<file path="config.mk">
export PLATFORM = sky130hd
export DESIGN_NAME = arb_req_buffer
export DESIGN_NICKNAME = d
export VERILOG_FILES = /design/src/rtl/arb_req_buffer.sv
export SDC_FILE = /design/constraint.sdc
export NUM_CORES = 1
export LEC_CHECK = 0
export ABC_AREA = 0
export CAP_MARGIN = 20
export CORE_MARGIN = 1
export CORE_UTILIZATION = 59
export CTS_BUF_LIST = sky130_fd_sc_hd__clkbuf_8
export DETAILED_ROUTE_END_ITERATION = 6
export HOLD_SLACK_MARGIN = 0.15
export PLACE_DENSITY = 0.93
export SLEW_MARGIN = 5
export SYNTH_ARGS = -nofsm -noshare
export SYNTH_HDL_FRONTEND = slang
export SYNTH_SLANG_ARGS = --single-unit
</file>
<file path="constraint.sdc">
create_clock -name clk -period 3.4 [get_ports clk]
set_input_delay 0.51 -clock clk [delete_from_list [all_inputs] [get_ports clk]]
set_output_delay 0.51 -clock clk [all_outputs]
set_load 0.02 [all_outputs]
</file>
<file path="src/rtl/arb_req_buffer.sv">
// arb_req_buffer: three-channel FIFO request buffer feeding a 3-way arbiter, popped words on a shared registered bus
module arb_req_buffer #(
  parameter int DATA_WIDTH = 8,
  parameter int DEPTH = 4
) (
  input  logic                    clk,
  input  logic                    res_n,
  input  logic [2:0]              push,
  input  logic [3*DATA_WIDTH-1:0] din,
  output logic [2:0]              full,
  output logic [2:0]              req,
  input  logic [2:0]              grant,
  output logic                    bus_valid,
  output logic [DATA_WIDTH-1:0]   bus_data,
  output logic [1:0]              bus_src,
  output logic [2:0]              overflow,
  output logic                    grant_err
);
  localparam int AW = $clog2(DEPTH);
  logic [2:0] pop, acc;
  logic [3*DATA_WIDTH-1:0] heads;
  logic one_hot, multi;
  assign multi = |(grant & (grant - 3'd1));
  assign one_hot = |grant & ~multi;
  for (genvar c = 0; c < 3; c++) begin : ch
    logic [AW-1:0] wp, rp;
    logic [AW:0] cnt;
    logic ovf;
    logic [DATA_WIDTH-1:0] mem [DEPTH];
    assign req[c] = cnt != '0;
    assign full[c] = cnt == (AW+1)'(DEPTH);
    assign pop[c] = grant[c] & req[c] & one_hot;
    // a full channel still accepts a push when it pops in the same cycle
    assign acc[c] = push[c] & (~full[c] | pop[c]);
    assign heads[c*DATA_WIDTH +: DATA_WIDTH] = mem[rp];
    assign overflow[c] = ovf;
    always_ff @(posedge clk or negedge res_n) begin
      if (!res_n) begin
        wp <= '0;
        rp <= '0;
        cnt <= '0;
        ovf <= 1'b0;
      end else begin
        wp <= wp + AW'(acc[c]);
        rp <= rp + AW'(pop[c]);
        cnt <= cnt + (AW+1)'(acc[c]) - (AW+1)'(pop[c]);
        ovf <= ovf | (push[c] & ~acc[c]);
      end
    end
    always_ff @(posedge clk) begin
      if (acc[c]) mem[wp] <= din[c*DATA_WIDTH +: DATA_WIDTH];
    end
  end
  always_ff @(posedge clk or negedge res_n) begin
    if (!res_n) begin
      bus_valid <= 1'b0;
      bus_data <= '0;
      bus_src <= '0;
      grant_err <= 1'b0;
    end else begin
      bus_valid <= |pop;
      grant_err <= grant_err | multi;
      if (|pop) begin
        bus_data <= pop[2] ? heads[2*DATA_WIDTH +: DATA_WIDTH] :
                    pop[1] ? heads[DATA_WIDTH +: DATA_WIDTH] : heads[DATA_WIDTH-1:0];
        bus_src <= pop[2] ? 2'd2 : pop[1] ? 2'd1 : 2'd0;
      end
    end
  end
endmodule

</file>
==> summary.md, run 1 <==
| Metric | Value |
|---|---|
| Outcome | complete, no violations |
| Final hold violation count | 0 |
| CTS Hold Bufs | 0 |
| Comb pwr share | 29.6% |
| Rows | 34 |
| Most common cell in the netlist | edfxtp_1 |
| First-pass GRT wire length | 16.04 mm |
| Fill cells | 513 |
| Port Buffers | 52 |
| Finish-stage setup viols | 0 |
| Antenna diode count | 0 |
| Sequential share of the synthesized area | 70.75% |
| HP Class | in2async |
| Die height | 97.21 um |
| Main synth FF type | edfxtp_1 |
| Final setup TNS | 0 ns |
| CTS tree | done |
| Number of synthesized register bits | 132 |
| Clock transition at path regs | 0.08 ns |
| Clock root cell | clkbuf_8 |
| Inserted Clock Buffers | 17 |
| Total GRT Usage | 23.28% |
| Final Power | 5.383 mW |
| Core area | 8763 um2 |
| Internal power | 3.675 mW |
| Post-route clock period utilization | 74.06% |
| Pin count of the biggest net entering global routing | 37 |
| RSZ-0062 raised after global routing | false |
| DIE AREA | 9449 um2 |
| Routed vias/inst | 5.841 |
| Kind of critical path | reg2out |
| Max-cap violation count | 0 |
| Switching Share | 31.74% |
| Total number of H-tree levels | 4 |
| Synth cell count leaders | edfxtp_1, dfrtp_1, mux4_2 |
| Clock Path Buffers | 2 |
| Latest clock arrival within the worst-skew pair | 0.44 ns |
| Dpl hpwl | 6.789 mm |
| Gr ovfl total | 0 |
| Slew @ Worst Pin | 0.7914 ns |
| Initial antenna violation count | 0 |
| Area Growth Syn to Fin | 19.21% |
| DRT Wirelength | 9.885 mm |
| Clock skew | 0.01450 ns |
| Post-synthesis cell area | 5348 um2 |
| I/O Pins | 53 |
| Pre-CTS WS | 0.4680 ns |
| CTS resizes | 0 |
| Synth area leader | edfxtp_1 |
| DRT iter0 DRCs | 250 |
| DR WL/cell | 20.13 um |
| Post-CTS setup buffers | 0 |
| Relative slew slack | 47.24% |
| Syn_nets | 348 |
| Crit path time final | 2.518 ns |
| Post-Synthesis Cells | 302 |
| TritonCTS Sinks | 132 |
| Flop pwr share | 47.6% |
| Die X-Extent | 97.21 um |
| Clock power share | 22.8% |
| NetSw | 1.709 mW |
| Slew Viols, Final | 0 |
| DRC | 0 |
| YS warnings | 0 |
| Final Net Count | 416 |
| Fmax achieved | 397.1 MHz |
| Critical path data required time | 2.89 ns |
| Finished Core Util | 72.74% |
| Crit end category | output port |
| Top cells by area, synth | edfxtp_1, dfrtp_1, mux4_2, ha_1, a31oi_2 |
| Worst-path maximum fanout | 4 |
| Via count | 2,868 |
| Async SR Flop Fraction | 27.27% |
| Worst hold slack | 0.1482 ns |
| Yosys top cell area share | 53.91% |
| Layout cell share with drive strength beyond 1 | 20.63% |
| Average cell area after synthesis | 17.71 um2 |
| ANT nets after route | 0 |
| Gpl congestion | 0.7671 |
| Final worst slack | 0.8819 ns |
| Max VDD drop | 0.0003776 V |
| Vias in the first global route | 3,038 |
| P_leak | 2.385 nW |
| Pre-antenna DRT Iters | 4 |
| Initial Utilization | 61.02% |
| Post-synth EDFFs | 96 |
| Synth unique cells | 36 |
| Power per cell area | 844.5 nW/um2 |
| Crit path launch type | register |
| Crit path DAT | 2.01 ns |
## kinds of logic after synthesis
kind of cell | Yosys count | synth area share, %
xor+xnor | 13 | 2.129
buf+inv | 35 | 3.018
flops | 132 | 70.75
fa+ha+maj | 14 | 3.697
simple gates | 56 | 6.154
mux | 24 | 10.11
compound gates | 28 | 4.141
## layer usage
metal,up-vias,global-route usage (%),part of all wire [%]
met3,16,7.770,7.0
met2,137,36.02,50
li1,1290,-,-
met5,-,0,0
met4,0,8.611,2.1
met1,1425,31.16,41
## sequential cells by signal (all words and copies together), names as in the netlist
| signal | cells |
|---|---|
| grant_err | 1 |
| ch.cnt | 9 |
| bus_data | 8 |
| ch.ovf | 3 |
| bus_src | 2 |
| bus_valid | 1 |
| ch.rp | 6 |
| ch.wp | 6 |
| ch.mem | 96 |
## final timing paths
kind	from	to	slack, ns	depth (start not counted)
setup / recovery	ch[0].cnt[1]	req[0]	0.88	3
hold / removal	res_n	ch[1].cnt[1]	0.15	1
setup reg to reg	ch[1].cnt[2]	ch[1].cnt[2]	0.95	10
hold reg to reg	ch[2].ovf	ch[2].ovf	0.45	1
max in group asynchronous	res_n	ch[0].rp[0]	2.74	1
min in group clk	ch[2].ovf	ch[2].ovf	0.45	1
## layout make-up
| class | instances | area [um2] | share of cell area [%] |
|---|---|---|---|
| inverter | 20 | 75.07 | 1.178 |
| tap | 108 | 135.1 | 2.120 |
| sequential | 132 | 3784 | 59.35 |
| clock buffer | 18 | 247.7 | 3.886 |
| clock inverter | 14 | 125.1 | 1.963 |
| timing repair buffer | 64 | 605.6 | 9.500 |
| multi-input combinational | 135 | 1403 | 22.00 |
## metrics by stage
| stage | cell area [um2] | instances |
|---|---|---|
| 2_1_floorplan | 5348 | 302 |
| 6_report | 6375 | 491 |
| 5_1_grt | 6375 | 491 |
| 4_1_cts | 6375 | 491 |
| 3_5_place_dp | 6002 | 459 |
| 3_3_place_gp | 6002 | 459 |
## worst max-delay path, cell delays in order (launching register included)
cell	delay [ns]
dfrtp_1	0.44
nor3_1	0.50
inv_1	0.09
clkdlybuf4s50_1	0.55
## placed cells by master (no fill, tap or decap), drive strengths merged, types with 5 or more instances in the layout
cell	instances
a21oi	10
a31oi	8
and3	11
buf	13
clkbuf	18
clkdlybuf4s50	51
dfrtp	36
edfxtp	96
ha	11
inv	24
mux4	24
nand2	6
nand3	8
nor2	7
nor3	11
nor3b	6
xnor2	8
xor2	5
## power groups by stage
stage	combinational [mW]	clock (mW)	sequential, mW
final	1.59	1.23	2.56
after global routing	1.71	1.32	2.63
after global placement	1.50	0	2.55
after floorplan	1.14	0	2.45
after detailed placement	1.59	0	2.60
after CTS	1.61	1.24	2.57
(Power assumes the default switching activity.)
==> run 2: changes to the inputs <==
CORE_UTILIZATION = 53   (was 59)
PLACE_DENSITY = 0.89   (was 0.93)
clock period = 2.3 ns   (was 3.4 ns; I/O delays follow)
==> run 2 against run 1 <==
Net effect: largest cell class unchanged; utilization shrank 4.2 points; clock skew shrank 0.0034 ns; routed wire length grew 2.0%; critical path depth grew 7; setup slack lost 0.81 ns; final cell count grew 10%; critical path type is now reg2reg; combinational power grew 69%; sequential power grew 45%; clock power grew 51%; sequential cell count is the same.
==> summary.md, run 2 (synthesized netlist as in run 1, its figures left out) <==
| Metric | Value |
|---|---|
| Outcome | complete, no violations |
| Power per cell area | 1231 nW/um2 (+46%) |
| Die height | 102.5 um (+5.4%) |
| Initial antenna violation count | 0 (unchanged) |
| Worst-path maximum fanout | 4 (unchanged) |
| Latest clock arrival within the worst-skew pair | 0.42 ns (-0.02 ns) |
| ANT nets after route | 0 (unchanged) |
| Largest regs | ch.mem: 96 flops, ch.cnt: 9 flops, bus_data: 8 flops |
| Rows | 36 (+5.9%) |
| NetSw | 2.545 mW (+49%) |
| Final hold violation count | 0 (unchanged) |
| Largest register by flop count | ch.mem |
| Layout cell share with drive strength beyond 1 | 27.70% (+7.1 points) |
| RSZ-0062 raised after global routing | true |
| DRT Wirelength | 10.08 mm (+2.0%) |
| Comb pwr share | 32.6% (+3.0 points) |
| R2r setup slk | 0.07 ns (-0.88 ns) |
| First-pass GRT wire length | 15.88 mm (-1.0%) |
| Max VDD drop | 0.0005586 V (+48%) |
| Clock root cell | clkbuf_8 |
| Reg-to-Reg End | ch[2].cnt[2] |
| Vias in the first global route | 3,105 (+2.2%) |
| Area Growth Syn to Fin | 25.29% |
| Pin count of the biggest net entering global routing | 37 (unchanged) |
| Worst R2R Path Depth | 10 (unchanged) |
| Final worst slack | 0.06965 ns (-0.8122 ns) |
| Post-route clock period utilization | 96.97% |
| Slew @ Worst Pin | 0.7764 ns (-0.01500 ns) |
| DP Area | 6269 um2 (+4.4%) |
| Kind of critical path | reg2reg |
| Critical path data required time | 2.61 ns (-0.28 ns) |
| Inserted Clock Buffers | 17 (unchanged) |
| Min-delay src | ch[2].ovf |
| Gpl congestion | 0.7696 (+0.33%) |
| P_leak | 2.538 nW (+6.4%) |
| Max-cap violation count | 0 (unchanged) |
| TritonCTS Sinks | 132 (unchanged) |
| Crit path launch type | register |
| DRC | 0 (unchanged) |
| Number of flip-flops in the largest register | 96 (unchanged) |
| Internal power | 5.706 mW (+55%) |
| Port Buffers | 52 (unchanged) |
| Design area | 6700 um2 (+5.1%) |
| Finish-stage setup viols | 0 (unchanged) |
| Clock transition at path regs | 0.07 ns (about the same) |
| Final setup TNS | 0 ns (unchanged) |
| Reg-to-reg startpoint | ch[2].cnt[1] |
| Total number of H-tree levels | 4 (unchanged) |
| Pre-antenna DRT Iters | 4 (unchanged) |
| Relative slew slack | 48.24% (+1.0 points) |
| Switching Share | 30.84% (-0.90 points) |
| Slew Viols, Final | 0 (unchanged) |
| Clock Path Buffers | 2 (unchanged) |
| Most common cell after layout, fill and taps aside | edfxtp_1 |
| Fmax achieved | 448.4 MHz |
| Crit path DAT | 2.54 ns (+0.53 ns) |
| CTS tree | done |
| Routed vias/inst | 5.516 (-5.6%) |
| Die X-Extent | 102.5 um (+5.4%) |
| I/O Pins | 53 (unchanged) |
| Total GRT Usage | 21.37% (-1.9 points) |
| Setup crit end | ch[2].cnt[2] |
| Antenna diode count | 0 (unchanged) |
| Worst hold slack | 0.4713 ns (+0.3232 ns) |
| DR WL/cell | 18.63 um (-7.5%) |
| HP Class | reg2reg |
| DIE AREA | 10,500 um2 (+11%) |
| Crit path time final | 2.230 ns |
| Worst Setup SP | ch[2].cnt[1] |
| Most frequent cells in the layout | edfxtp_1, clkdlybuf4s50_1, dfrtp_1, buf_4, mux4_2 |
| Initial Utilization | 54.71% (-6.3 points) |
| Fill cells | 634 (+24%) |
| Core area | 9774 um2 (+12%) |
| Flop pwr share | 44.8% (-2.8 points) |
| Clock skew | 0.01107 ns (-0.003424 ns) |
| Final Net Count | 442 (+6.3%) |
| Dpl hpwl | 7.041 mm (+3.7%) |
| Crit end category | register |
| Clock power share | 22.6% (-0.2 points) |
| Via count | 2,984 (+4.0%) |
| Pre-CTS WS | -0.3737 ns (-0.8418 ns) |
| Gr ovfl total | 0 (unchanged) |
| DRT iter0 DRCs | 149 (-40%) |
## run 2: cell count changes in the layout (fill, tap and decap cells not counted), moves of 3 or more
cell,before,now
buf_12,0,3
buf_4,12,34
clkdlybuf4s50_1,51,48
clkinv_1,0,4
dlygate4sd2_1,0,3
## run 2: worst max-delay path, cell delays in order (launching register included)
cell and delay [ns]:
dfrtp_2 0.43, or3_4 0.39, nand2_2 0.08, inv_1 0.08
ha_4 0.23, inv_1 0.05, ha_1 0.14, inv_1 0.06
fa_2 0.37, xnor2_2 0.15, xnor2_1 0.13
## run 2: final cells by class
class                      instances  area [um2]  area share [%]
clock buffer                      17       234.0           3.492
clock inverter                    14       146.4           2.185
inverter                          20       75.07           1.120
multi-input combinational        135        1455           21.72
sequential                       132        3786           56.51
tap                              133       166.4           2.484
timing repair buffer              90       837.1           12.49
## run 2: how the worst min path moves through the flow
stage	endpoint	slack [ns]	cells past startpoint
global route	ch[2].ovf	0.49	1
floorplan	bus_data[0]	0.05	0
CTS	ch[2].ovf	0.48	1
detailed placement	ch[2].ovf	0.46	1
finish	ch[2].ovf	0.47	1
global placement	ch[1].ovf	0.44	1
## run 2: per-stage QoR
step | std cells | power [mW] | util, %
2_1_floorplan | 302 | 5.355 | -
3_3_place_gp | 506 | 6.225 | 64.13
3_5_place_dp | 506 | 6.396 | 64.13
4_1_cts | 538 | 8.266 | 68.14
5_1_grt | 541 | 8.676 | 68.55
6_report | 541 | 8.251 | 68.55
## run 2: power by group through the flow
| stage | logic, mW | clock network (mW) | registers, mW |
|---|---|---|---|
| 6_report | 2.69 | 1.86 | 3.70 |
| 3_5_place_dp | 2.65 | 0 | 3.75 |
| 2_1_floorplan | 1.73 | 0 | 3.62 |
| 4_1_cts | 2.66 | 1.90 | 3.71 |
| 3_3_place_gp | 2.54 | 0 | 3.68 |
| 5_1_grt | 2.91 | 1.99 | 3.78 |
## run 2: per-layer routing
metal,vias to the layer above,track usage [%],wire length (um)
met5,-,0,0
met4,0,8.352,129
met3,14,6.703,578
met2,104,34.10,5147
met1,1523,27.53,4224
li1,1343,-,-
## run 2: repair_timing
item,in CTS,in global routing
pin swaps,0,4
hold buffers,1,0
endpoints found under the hold margin,36,0
setup endpoints to repair,4,3
gates resized for setup,4,6
buffers inserted,0,3
==> run 3: changes to the inputs <==
CAP_MARGIN = not set   (was 20)
==> results of run 3 <==
Same layout as run 2: the final DEF is identical, and so are final timing and power.
